File: config.mk
export PLATFORM = sky130hd
export DESIGN_NAME = fixed_vector_fifo
export DESIGN_NICKNAME = d
export VERILOG_FILES = /design/src/rtl/fixed_vector_fifo.sv
export SDC_FILE = /design/constraint.sdc
export NUM_CORES = 1
export LEC_CHECK = 0
export CORE_MARGIN = 1
export CORE_UTILIZATION = 49
export DETAILED_ROUTE_END_ITERATION = 6
export GPL_ROUTABILITY_DRIVEN = 0
export PLACE_DENSITY = 0.73
export SETUP_SLACK_MARGIN = 0.15
export SLEW_MARGIN = 10
export SYNTH_ARGS = -nofsm -noshare
export SYNTH_HDL_FRONTEND = slang
export SYNTH_SLANG_ARGS = --single-unit
export TNS_END_PERCENT = 100
File: constraint.sdc
create_clock -name clk -period 2.3 [get_ports clk]
set_input_delay 0.46 -clock clk [delete_from_list [all_inputs] [get_ports clk]]
set_output_delay 0.46 -clock clk [all_outputs]
set_load 0.1 [all_outputs]
File: src/rtl/fixed_vector_fifo.sv
// fixed_vector_fifo: first-word-fall-through FIFO for SIZE x WIDTH vectors.
// Decouples a layer's output handshake from its consumer. The payload is opaque
// and is passed through bit-exact. DEPTH need not be a power of two.
module fixed_vector_fifo #(
    parameter int unsigned WIDTH       = 4,
    parameter int unsigned SIZE        = 2,
    parameter int unsigned DEPTH       = 4,
    parameter int unsigned COUNT_WIDTH = $clog2(DEPTH + 1)
) (
    input  logic                             clk,
    input  logic                             rst,
    input  logic [SIZE-1:0][WIDTH-1:0]       data_in,
    input  logic                             data_in_valid,
    output logic                             data_in_ready,
    output logic [SIZE-1:0][WIDTH-1:0]       data_out,
    output logic                             data_out_valid,
    input  logic                             data_out_ready,
    output logic [COUNT_WIDTH-1:0]           count
);

    localparam int unsigned PTR_W = (DEPTH > 1) ? $clog2(DEPTH) : 1;

    logic [SIZE-1:0][WIDTH-1:0] mem [DEPTH];
    logic [PTR_W-1:0]           wr_ptr;
    logic [PTR_W-1:0]           rd_ptr;
    logic                       push;
    logic                       pop;

    // Advance a pointer with explicit wrap at DEPTH-1.
    function automatic logic [PTR_W-1:0] next_ptr(input logic [PTR_W-1:0] ptr);
        return (ptr == PTR_W'(DEPTH - 1)) ? '0 : ptr + PTR_W'(1);
    endfunction

    // Ready depends only on registered occupancy, so a same-cycle pop never
    // opens a full FIFO. It is held low while reset is asserted.
    assign data_in_ready  = (count != COUNT_WIDTH'(DEPTH)) && !rst;
    assign data_out_valid = (count != '0);
    assign push           = data_in_valid && data_in_ready;
    assign pop            = data_out_valid && data_out_ready;
    assign data_out       = mem[rd_ptr];

    // Storage, pointers and occupancy; reset clears the contents as well.
    always_ff @(posedge clk) begin
        if (rst) begin
            wr_ptr <= '0;
            rd_ptr <= '0;
            count  <= '0;
            mem    <= '{default: '0};
        end else begin
            if (push) begin
                mem[wr_ptr] <= data_in;
                wr_ptr      <= next_ptr(wr_ptr);
            end
            if (pop) begin
                rd_ptr <= next_ptr(rd_ptr);
            end
            case ({push, pop})
                2'b10:   count <= count + COUNT_WIDTH'(1);
                2'b01:   count <= count - COUNT_WIDTH'(1);
                default: count <= count;
            endcase
        end
    end

endmodule

==> metrics.md <==
| Metric | Value |
|---|---|
| Post-Syn Nets | 226 |
| Post-CTS setup buffers | 0 |
| Worst Setup Start Kind | register |
| Via count | ~1,700 |
| PostCTS Resize Cnt | 0 |
| End of the worst register-to-register path | count[2] |
| Worst clock skew | 0.00259 ns |
| Buffer levels on the longest clock path | 2 |
| Status | complete, no violations |
| Die width | 64.2 um |
| DP HPWL | 3160 um |
| Critical path required time | 2.52 ns |
| Synthesis-to-layout area growth | 26.2% |
| Least-Margin Pin Slew | roughly 0.41 ns |
| Core Area | roughly 3700 um2 |
| Post-synthesis cell area | between 1500 and 2000 um2 |
| Lkg Pwr | 0.00103 uW |
| Final instance area | 2390 um2 |
| Gr ovfl total | 0 |
| Worst R2R Path Depth | 8 |
| Top cell type's share of synthesized area | 41.2% |
| Inserted Clock Buffers | 5 |
| Max-cap violations | 0 |
| Worst IR Drop VDD | 0.921 mV |
| Core Util, Final | around 65% |
| IO Pins | 25 |
| Port buffer count | 24 |
| WHS | about 0.5 ns |
| Post-synth EDFFs | 0 |
| Worst Hold Class | reg -> reg |
| Power Dens Cells | 1060 nW/um2 |
| N_diodes | 0 |
| Synth top area cells | dfxtp_1, o211ai_1, mux4_2 |
| Crit path DAT | 2.29 ns |
| Initial antenna violation count | 0 |
| Chip Height | 64.2 um |
| Fin. Hold Viols | 0 |
| Dominant cell type by area after synthesis | dfxtp_1 |
| Initial core utilization | just over 50% |
| Vias in the first global route | approximately 1,700 |
| Total number of placement rows | 22 |
| WS Path Type | reg -> reg |
| Top_reg_cell synth | dfxtp_1 |
| Hold EP | mem[8] |
| Commonest cells in the netlist | dfxtp_1, nand2_1, nand3_1, o211ai_1, buf_2 |
| Sequential fraction of the synthesis area | 41.2% |
| Syn avg cell area | 9.15 um2 |
| Fin. max-slew vios | 0 |
| GRT Util Overall | 26.1% |
| Share of post-route cells with drive strength above 1 | between 20% and 30% |
| Synthesized instance count | 207 |
| Hold path depth | 2 |
| Hold buffer count at cts | 0 |
| Worst r2r src | count[0] |
| Crit end category | register |
| Detailed Routing Iterations Pass 1 | 5 |
| Slew HR | 72.6% |
| Area after DPL | 2300 um2 |
| Clock Sink Count | 39 |
| Clk slew on worst S/H paths | approximately 0.070 ns |
| Hold Startpoint | mem[8] |
| Antenna-violating nets left | 0 |
| Minimum clock period | 2.07 ns |
| Via density | 6.05 |
| Setup TNS | 0 ns |
| Asr flop ratio synth | 0% |
| Library cells used by synthesis | 24 |
| Root buf cell | clkbuf_8 |
| Average wire per standard cell | 17.0 um |
| Peak fanout along the critical path | 7 |
| Die area | 4120 um2 |
| Ys Warns | 0 |
| Yosys reg bits | 39 |
| FMAX | between 400 and 500 MHz |
| First-pass GRT wire length | 8110 um |
| CTS tree | done |
| # nets final | between 200 and 250 |
| Critical path startpoint | count[0] |
| Unrepaired setup endpoints after global routing | yes |
| Drc violations | 0 |
| Final Setup Violations | 0 |
| Largest net degree at the start of global routing | 34 |
| R2r setup slk | ~0.23 ns |
| Routed wire length | roughly 4700 um |
| DRT iter0 DRCs | roughly 160 |
| Clock latency at the later pin of the worst-skew pair | 0.30 ns |
| Tcrit/Tclk final | 90.1% |
| CTS H-Tree Depth | 2 |
| Top-count cell post-synth | dfxtp_1 |
[state kept, by name, summed over array words and instances, names as in the netlist]
register and flops:
mem 32, count 3, rd_ptr 2, wr_ptr 2
[metrics by stage]
step                setup WS [ns]  instances  total power [uW]
floorplan                  0.0469        207              1720
global placement           0.0918        270              2040
detailed placement         0.0210        270              2070
CTS                         0.193        278              2520
global route                0.137        278              2630
finish                      0.228        278              2520
[area by class of cell]
class                           instances  area (um2)
Clock buffer                            7        76.3
Clock inverter                          1        5.00
Fill cell                             308        1300
Inverter                                7        26.3
Multi-Input combinational cell        143        1040
Sequential cell                        39         791
Tap cell                               48        60.1
Timing Repair Buffer                   33         388
[routing by layer]
metal  vias up  global-route usage (%)  wire (um)
li1        792                       -          -
met1       807                    31.3       1950
met2        66                    43.1       2370
met3        16                    5.00        254
met4         0                    15.6        160
met5         -                       0          0
[kinds of logic after synthesis]
| logic type | share of synthesized area, % |
|---|---|
| XOR/XNOR | 0.925 |
| multiplexers | 10.6 |
| AO/OA/AOI/OAI | 15.0 |
| AND/OR/NAND/NOR | 21.5 |
| buffers and inverters | 5.68 |
| flip-flops | 41.2 |
| adder cells (fa/ha/maj) | 5.02 |
[critical path, cell delays in order, from the launching register on]
cell,delay (ns)
dfxtp_4,0.38
or3b_4,0.42
nand3_4,0.12
ha_4,0.14
inv_2,0.03
fa_2,0.32
xor2_1,0.15
or3_1,0.30
a21oi_1,0.14
[worst max-delay path by stage]
stage	endpoint	slack, ns	cells past startpoint
6_report	count[2]	0.23	8
2_1_floorplan	count[2]	0.05	9
4_1_cts	data_out[3]	0.19	2
3_5_place_dp	count[2]	0.02	9
3_3_place_gp	count[2]	0.09	9
5_1_grt	count[2]	0.14	8
[cells in the final DEF, fill, tap and decap left out]
| cell | synthesis | final |
|---|---|---|
| nand2_1 | 37 | 37 |
| dfxtp_1 | 39 | 35 |
| nand3_1 | 32 | 32 |
| o211ai_1 | 32 | 32 |
| buf_4 | 0 | 13 |
| clkdlybuf4s50_1 | 0 | 11 |
| buf_12 | 0 | 9 |
| mux4_2 | 8 | 8 |
| inv_1 | 7 | 6 |
| nor2_1 | 6 | 5 |
| ha_1 | 6 | 5 |
| clkbuf_8 | 0 | 5 |
| and3b_1 | 4 | 4 |
| or3_1 | 3 | 3 |
| a21oi_1 | 3 | 3 |
| o31ai_1 | 2 | 2 |
| xor2_1 | 2 | 2 |
| clkbuf_1 | 2 | 2 |
| dfxtp_4 | 0 | 2 |
| dfxtp_2 | 0 | 2 |
| or3b_4 | 0 | 1 |
| nand3_4 | 0 | 1 |
| nor3b_4 | 0 | 1 |
| nor2_4 | 0 | 1 |
| inv_2 | 0 | 1 |
| a211o_1 | 1 | 1 |
| o21ai_0 | 1 | 1 |
| mux2_2 | 1 | 1 |
| mux2i_1 | 1 | 1 |
| fa_2 | 0 | 1 |
| ha_4 | 0 | 1 |
| clkinv_2 | 0 | 1 |
[power by group]
group	internal [uW]	switching (uW)
Combinational	403	812
Sequential	762	94.4
Clock	213	240
No activity file was read; power rests on OpenSTA's default activity.
